$ cat src/rtl/change_dispenser_if.sv
// Request/coin-mechanism signal bundle for change_dispenser.
// The slave modport is the dispenser; the master is the host/mechanism side.
interface change_dispenser_if;
    logic       start;
    logic [5:0] change_amt;
    logic [4:0] bank;
    logic       eject_ack;
    logic [4:0] coin_out;
    logic       coin_valid;
    logic       busy;
    logic       done;
    logic       shortfall;
    logic       fault;
    logic [5:0] remaining;

    modport master (
        output start, change_amt, bank, eject_ack,
        input  coin_out, coin_valid, busy, done, shortfall, fault, remaining
    );

    modport slave (
        input  start, change_amt, bank, eject_ack,
        output coin_out, coin_valid, busy, done, shortfall, fault, remaining
    );
endinterface

$ cat src/rtl/change_dispenser.sv
// Greedy coin change dispenser: pays out an amount in nickels one coin at a time,
// largest available coin first, with an eject-ack timeout.
module change_dispenser #(
    parameter int unsigned ACK_TIMEOUT = 8
) (
    input logic               clk,
    input logic               reset,
    change_dispenser_if.slave bus
);
    localparam int unsigned CntW = (ACK_TIMEOUT > 1) ? $clog2(ACK_TIMEOUT) : 1;

    typedef enum logic [2:0] {StIdle, StSelect, StEject, StDone, StError} state_e;

    state_e          state_q, state_d;
    logic [5:0]      remaining_q, remaining_d;
    logic [4:0]      coin_q, coin_d;
    logic            shortfall_q, shortfall_d;
    logic            fault_q, fault_d;
    logic [CntW-1:0] cnt_q, cnt_d;
    logic [4:0]      pick;

    function automatic logic [5:0] coin_value(input logic [4:0] c);
        case (c)
            5'b10000: coin_value = 6'd20;
            5'b01000: coin_value = 6'd10;
            5'b00100: coin_value = 6'd5;
            5'b00010: coin_value = 6'd2;
            5'b00001: coin_value = 6'd1;
            default:  coin_value = 6'd0;
        endcase
    endfunction

    // Largest stocked coin that does not exceed what is still owed.
    always_comb begin
        pick = 5'b00000;
        if (bus.bank[4] && remaining_q >= 6'd20)      pick = 5'b10000;
        else if (bus.bank[3] && remaining_q >= 6'd10) pick = 5'b01000;
        else if (bus.bank[2] && remaining_q >= 6'd5)  pick = 5'b00100;
        else if (bus.bank[1] && remaining_q >= 6'd2)  pick = 5'b00010;
        else if (bus.bank[0] && remaining_q >= 6'd1)  pick = 5'b00001;
    end

    always_comb begin
        state_d     = state_q;
        remaining_d = remaining_q;
        coin_d      = coin_q;
        shortfall_d = shortfall_q;
        fault_d     = fault_q;
        cnt_d       = cnt_q;
        unique case (state_q)
            StIdle: begin
                if (bus.start) begin
                    remaining_d = bus.change_amt;
                    shortfall_d = 1'b0;
                    fault_d     = 1'b0;
                    state_d     = StSelect;
                end
            end
            StSelect: begin
                if (remaining_q == 6'd0) begin
                    state_d = StDone;
                end else if (pick != 5'b00000) begin
                    coin_d  = pick;
                    cnt_d   = '0;
                    state_d = StEject;
                end else begin
                    shortfall_d = 1'b1;
                    state_d     = StError;
                end
            end
            StEject: begin
                if (bus.eject_ack) begin
                    remaining_d = remaining_q - coin_value(coin_q);
                    state_d     = StSelect;
                end else if (cnt_q == CntW'(ACK_TIMEOUT - 1)) begin
                    fault_d = 1'b1;
                    state_d = StError;
                end else begin
                    cnt_d = cnt_q + CntW'(1);
                end
            end
            StDone, StError: state_d = StIdle;
            default:         state_d = StIdle;
        endcase
    end

    always_ff @(posedge clk) begin
        if (reset) begin
            state_q     <= StIdle;
            remaining_q <= 6'd0;
            coin_q      <= 5'b00000;
            shortfall_q <= 1'b0;
            fault_q     <= 1'b0;
            cnt_q       <= '0;
        end else begin
            state_q     <= state_d;
            remaining_q <= remaining_d;
            coin_q      <= coin_d;
            shortfall_q <= shortfall_d;
            fault_q     <= fault_d;
            cnt_q       <= cnt_d;
        end
    end

    assign bus.coin_valid = (state_q == StEject);
    assign bus.coin_out   = (state_q == StEject) ? coin_q : 5'b00000;
    assign bus.busy       = (state_q != StIdle);
    assign bus.done       = (state_q == StDone) || (state_q == StError);
    assign bus.shortfall  = shortfall_q;
    assign bus.fault      = fault_q;
    assign bus.remaining  = remaining_q;
endmodule

$ cat src/flat_wrapper.sv
// flat-port wrapper written by rule: the top's interface ports become plain ports
module change_dispenser_flat 
#(
    parameter int unsigned ACK_TIMEOUT = 8
)
  (clk, reset, bus_start, bus_change_amt, bus_bank, bus_eject_ack, bus_coin_out, bus_coin_valid, bus_busy, bus_done, bus_shortfall, bus_fault, bus_remaining);
  change_dispenser_if bus_i ();
  input logic clk;
  input logic reset;
  input wire logic [$bits(bus_i.start)-1:0] bus_start;
  input wire logic [$bits(bus_i.change_amt)-1:0] bus_change_amt;
  input wire logic [$bits(bus_i.bank)-1:0] bus_bank;
  input wire logic [$bits(bus_i.eject_ack)-1:0] bus_eject_ack;
  output wire logic [$bits(bus_i.coin_out)-1:0] bus_coin_out;
  output wire logic [$bits(bus_i.coin_valid)-1:0] bus_coin_valid;
  output wire logic [$bits(bus_i.busy)-1:0] bus_busy;
  output wire logic [$bits(bus_i.done)-1:0] bus_done;
  output wire logic [$bits(bus_i.shortfall)-1:0] bus_shortfall;
  output wire logic [$bits(bus_i.fault)-1:0] bus_fault;
  output wire logic [$bits(bus_i.remaining)-1:0] bus_remaining;
  assign bus_i.start = bus_start;
  assign bus_i.change_amt = bus_change_amt;
  assign bus_i.bank = bus_bank;
  assign bus_i.eject_ack = bus_eject_ack;
  assign bus_coin_out = bus_i.coin_out;
  assign bus_coin_valid = bus_i.coin_valid;
  assign bus_busy = bus_i.busy;
  assign bus_done = bus_i.done;
  assign bus_shortfall = bus_i.shortfall;
  assign bus_fault = bus_i.fault;
  assign bus_remaining = bus_i.remaining;
  change_dispenser #(.ACK_TIMEOUT(ACK_TIMEOUT)) u_core (.clk(clk), .reset(reset), .bus(bus_i));
endmodule
$ cat config.mk
export PLATFORM = sky130hd
export DESIGN_NAME = change_dispenser_flat
export DESIGN_NICKNAME = d
export VERILOG_FILES = /design/src/rtl/change_dispenser_if.sv /design/src/rtl/change_dispenser.sv /design/src/flat_wrapper.sv
export SDC_FILE = /design/constraint.sdc
export NUM_CORES = 1
export LEC_CHECK = 0
export BUFFER_PORTS_ARGS = -buffer_cell sky130_fd_sc_hd__buf_2
export CAP_MARGIN = 20
export CELL_PAD_IN_SITES_DETAIL_PLACEMENT = 1
export CELL_PAD_IN_SITES_GLOBAL_PLACEMENT = 1
export CORE_MARGIN = 2
export CORE_UTILIZATION = 41
export CTS_BUF_LIST = sky130_fd_sc_hd__clkbuf_4
export DETAILED_ROUTE_END_ITERATION = 6
export GPL_TIMING_DRIVEN = 0
export PLACE_DENSITY_LB_ADDON = 0.1
export SLEW_MARGIN = 10
export SYNTH_ARGS = -nofsm -noshare
export SYNTH_HDL_FRONTEND = slang
export SYNTH_SLANG_ARGS = --single-unit
$ cat constraint.sdc
create_clock -name clk -period 2.8 [get_ports clk]
set_input_delay 0.84 -clock clk [delete_from_list [all_inputs] [get_ports clk]]
set_output_delay 0.84 -clock clk [all_outputs]
set_load 0.03 [all_outputs]
After elaboration in Yosys (flattened, before gate mapping)
Index checks and enable logic that the tools add are counted.
{ "word_totals": {"regBits": 19, "inputBits": 15, "out_inout_bits": 16, "wordCells": 82} }
{ "classes": {"addsub": 2, "magnitude_cmp": 5, "eq_ne": 19, "muxes": 30, "bitwise": 1, "n_reduce_logical": 19} }
{ "op_table": {"columns": ["cell", "count"], "rows": [
  ["two-way mux 3 bit", 9],
  ["two-way mux 5 bit", 5],
  ["case mux 5 bit (5 select lines)", 1],
  ["two-way mux 6 bit", 4],
  ["!= test 2 bit (second input constant)", 6],
  ["case mux 6 bit (2 select lines)", 1],
  ["case mux 3 bit (3 select lines)", 1],
  ["AND reduction 4 bit", 2],
  ["equality test 3 x 2 -> 1 bit (second input constant)", 2],
  ["equality test 3 bit (second input constant)", 2],
  [">= comparator 6 x 1 -> 1 bit (second input constant)", 1],
  [">= comparator 6 x 2 -> 1 bit (second input constant)", 1],
  [">= comparator 6 x 3 -> 1 bit (second input constant)", 1],
  [">= comparator 6 x 4 -> 1 bit (second input constant)", 1],
  [">= comparator 6 x 5 -> 1 bit (second input constant)", 1],
  ["logical NOT 6 bit", 1],
  ["two-way mux 1 bit", 6],
  ["case mux 3 bit (2 select lines)", 1],
  ["AND reduction 3 bit", 2],
  ["nonzero test 2 bit", 3],
  ["subtractor 6 bit", 1],
  ["equality test 5 x 1 -> 1 bit (second input constant)", 1],
  ["equality test 5 x 2 -> 1 bit (second input constant)", 1],
  ["equality test 5 x 3 -> 1 bit (second input constant)", 1],
  ["other kinds (15)", 21]
]} }

Longest topological paths before layout
{ "depth": {"ltp_word": 11, "depth_mapped": 10, "mapped_depth_nobuf": 9} }

Least setup slack after synthesis
OpenSTA, ideal clock, no wires.
{ "synth_timing": {"path_type": "flip-flop to flip-flop", "start": "register u_core.coin_q[2]", "end": "register u_core.remaining_q[5], in the netlist u_core.bus.remaining[5]", "setup_time_ns": 0.074, "arrival_ns": 2.305, "t_required_ns": 2.726, "slack_ns": 0.420, "path_stages_with_launch": 10, "n_path_buf": 1, "period_less_slack_ns": 2.380, "cell_sequence": "dfxtp_1 clkbuf_1 xnor2_1 or4_1 ha_1 o21ai_0 a21oi_1 o21a_1 or4b_1 a31oi_1"} }
{ "synth_between": {"elab_chain_len": 7, "elab_cells_between_ends": 11, "classes_between": "add/sub: 1; eq/ne: 5; mux: 5"} }
{ "synth_rtl": {"columns": ["element", "line", "source"], "rows": [
  ["from (decl)", "change_dispenser.sv:16", "logic [4:0] coin_q, coin_d;"],
  ["from (signal assigned)", "change_dispenser.sv:98", "coin_q <= coin_d;"],
  ["equality test 5 x 1 -> 1 bit, or another cell as far along", "change_dispenser.sv:23", "case (c)"],
  ["case mux 5 bit (5 select lines) (*)", "change_dispenser.sv:23", null],
  ["two-way mux 6 bit (*)", "change_dispenser.sv:72", "if (bus.eject_ack) begin"],
  ["two-way mux 6 bit (*)", "change_dispenser.sv:50", "unique case (state_q)"],
  ["subtractor 6 bit (*)", "change_dispenser.sv:73", "remaining_d = remaining_q - coin_value(coin_q);"],
  ["two-way mux 6 bit (*)", "change_dispenser.sv:72", null],
  ["case mux 6 bit (2 select lines) (*)", "change_dispenser.sv:50", null],
  ["to (signal assigned)", "change_dispenser.sv:97", "remaining_q <= remaining_d;"],
  ["to (decl)", "change_dispenser.sv:15", "logic [5:0] remaining_q, remaining_d;"]
]} }
Mark *: on every way between the ends. The rest lies on a longest branch, timed or not. The select of a mux whose other input is x is not followed.
A chain may end at the register's enable or synchronous reset.

Final worst setup path
{ "layout_timing": {"start": "register u_core.coin_q[1]", "end": "register u_core.remaining_q[5], in the netlist u_core.bus.remaining[5]"} }
Same word-level chain as after synthesis.

==> flow_summary.toml <==
[job]
maxCapViolCount = 0

[clocking]
clock_sinks = 19
insertion_delay_ns = 0.31
clock_path_buffers = 2
root_buffer = "clkbuf_4"
cts_tree = "yes"
cts_max_level = 1
path_clk_slew_ns = 0.11
cts_made_buffers = 3

[sta]
grt_setup_unrepaired = "false"
fin_crit_sh = 0.942
slew_viol_final = 0
max_freq_ghz = 0.379
finalSetupTns_ns = 0
min_period_ns = 2.64
setup_viol = 0
fin_skew_ns = 0.0119
max_slew.worst_pin.slew_ns = 0.571
slew-limit-headroom = 0.616
hold_violations = 0

[place]
io_buffers = 29
dpl_cell_area_um2 = 1600
routabilityCongestion = 0.781
dp_hpwl_um = 3160

[synth]
synthArstFlopShare = 0
synth.area.top_cells = "dfxtp_1 (27%), ha_1 (6.3%), a211oi_1 (3.8%)"
synth.distinct_cells = 50
synth.avg_cell_area_um2 = 8.06
synth_flop_cell = "dfxtp_1"
yosys_register_bits = 19
synth_top_area_share = 0.273
syn-num-nets = 196
ys.warnings.count = 0
synth_area_leader_cell = "dfxtp_1"
ys_seq_area_frac = 0.273
netlist_area_um2 = 1400
synth_cells = 173
synth-edff-count = 0

[detailed_routing]
drt_first_pass_iters = 4
avgViaCountPerCell = 5.65
drt_first_iter_violations = 120
drc = 0
routedWlPerCell_um = 15.7
vias = 1412
drtAntennaViolNets = 0
wl_um = 3920

[power_and_ir_drop]
powerDensity_nw_per_um2 = 604
p_leak_nw = 0.686
irDropWorstVdd_uv = 216

[worst_setup_path]
startpoint_type = "register"
path_class = "reg -> reg"
worstPathArrival_ns = 2.87
cpMaxStageDelayCell = "or4b_1"
path_cells = "clkbuf_1 -> xnor2_1 -> or4_1 -> ha_1 -> nand2b_1 -> a21oi_1 -> o21a_1 -> or4b_1 -> a31oi_1"
end_kind = "register"
cp_max_fo = 8
required_ns = 3.04
slowest_delay_ns = 0.53

[floorplanning]
io_pins = 31
initial_core_util = 0.421
die_area_um2 = 3890
die_y_um = 62.3
core_um2 = 3310
num_rows = 21
fp.dieW_um = 62.3

[layout]
mostFrequentLayoutCell = "buf_2"
area_growth_pct = 16.1
drive_above_1_share = 0.230
mostFrequentLayoutCells = "buf_2 (29), dfxtp_1 (19), nor2_1 (13)"
design_area_um2 = 1620
layout.nets = 228
antennaDiodeCount = 0

[grt]
grt_pass1_wl_um = 7070
grt_max_degree = 12
grt_pass1_vias = 1521
antenna_found_initial = 0
overflow = 0
track_usage = 0.226

[min_path]
hp-class = "reg -> reg"

[run_status]
status = "completed"
registers in the layout, summed over array words and instances (netlist names):
signal / cells
u_core.bus.shortfall: 1
u_core.coin_q: 5
u_core.bus.fault: 1
u_core.cnt_q: 3
u_core.bus.remaining: 6
u_core.state_q: 3
power breakdown:
group / total, W / switching [W] / internal [W]
registers: 0.000344 / 0.0000441 / 0.000300
logic: 0.000494 / 0.000306 / 0.000188
clock network: 0.000140 / 0.0000871 / 0.0000533
through the flow:
stage | hold WS, ns | total power (W) | worst slack, ns | util | cells
2_1_floorplan | 0.438 | 0.000713 | 0.420 | - | 173
3_3_place_gp | 0.464 | 0.000816 | 0.263 | 0.483 | 248
3_5_place_dp | 0.473 | 0.000843 | 0.0633 | 0.483 | 248
4_1_cts | 0.489 | 0.000987 | 0.0322 | 0.491 | 252
5_1_grt | 0.535 | 0.00107 | 0.0246 | 0.489 | 250
6_report | 0.484 | 0.000978 | 0.162 | 0.489 | 250
cell families (layout without fill, tap and decap cells):
group | count (synthesis) | in the layout | share of synthesized area
xor gates and xnor gates | 3 | 3 | 0.0188
buffers and inverters | 21 | 52 | 0.0744
AOI/OAI and AO/OA | 50 | 50 | 0.257
DFF | 19 | 19 | 0.273
muxes | 2 | 2 | 0.0152
and+or+nand+nor | 70 | 70 | 0.285
adders and majority gates | 8 | 8 | 0.0771
synthesized netlist by cell type (2+ instances only):
master,instances
nand3_1,2
and3_1,3
buf_6,2
nand2b_1,4
a21oi_1,10
nand4_1,4
o21ai_0,7
nor2_1,13
o21a_1,3
a221oi_1,2
inv_1,9
a31oi_1,3
a2bb2oi_1,2
a2111oi_0,2
or4_1,3
and4_1,2
a211oi_1,7
o21ai_1,3
nor3_1,6
dfxtp_1,19
clkbuf_1,7
and2_1,7
nor2b_1,4
nor4_1,5
ha_1,7
xnor2_1,3
nand2_1,11
worst paths after layout:
kind                                  end              from  depth (start not counted)  slack, ns
setup / recovery  u_core.bus.remaining[5]  u_core.coin_q[1]                          9       0.16
setup reg to reg  u_core.bus.remaining[5]  u_core.coin_q[1]                          9       0.16
hold reg to reg           u_core.cnt_q[0]   u_core.cnt_q[0]                          1       0.48
hold / removal            u_core.cnt_q[0]   u_core.cnt_q[0]                          1       0.48
routing by layer:
metal / wire length [um] / track usage / up-vias
li1: - / - / 709
met5: 0 / 0 / -
met3: 92 / 0.0181 / 4
met4: 44 / 0.0750 / 0
met1: 1730 / 0.281 / 675
met2: 2050 / 0.413 / 24
area by class of cell:
| cell class | count | area (um^2) |
|---|---|---|
| fill | 456 | 1690 |
| multi-input combinational | 133 | 915 |
| sequential | 19 | 380 |
| timing repair buffer | 29 | 145 |
| tap | 46 | 57.6 |
| buffer | 9 | 52.6 |
| inverter | 10 | 42.5 |
| clock buffer | 3 | 22.5 |
| clock inverter | 1 | 5.00 |
critical path, delay by kind of cell (launching register included):
family                     cells  cell delay (ns)
and+or+nand+nor                3             1.08
AOI/OAI and AO/OA              3             0.48
DFF                            1             0.32
adders and majority gates      1             0.29
buffers and inverters          1             0.28
xor gates and xnor gates       1             0.12
what timing repair did:
action / 4_1_cts / 5_1_grt
buffers inserted: 0 / 0
gates resized for setup: 0 / 1
hold buffers: 0 / 0
setup endpoints to repair: 0 / 7
Power figures use the tool's default switching activity.
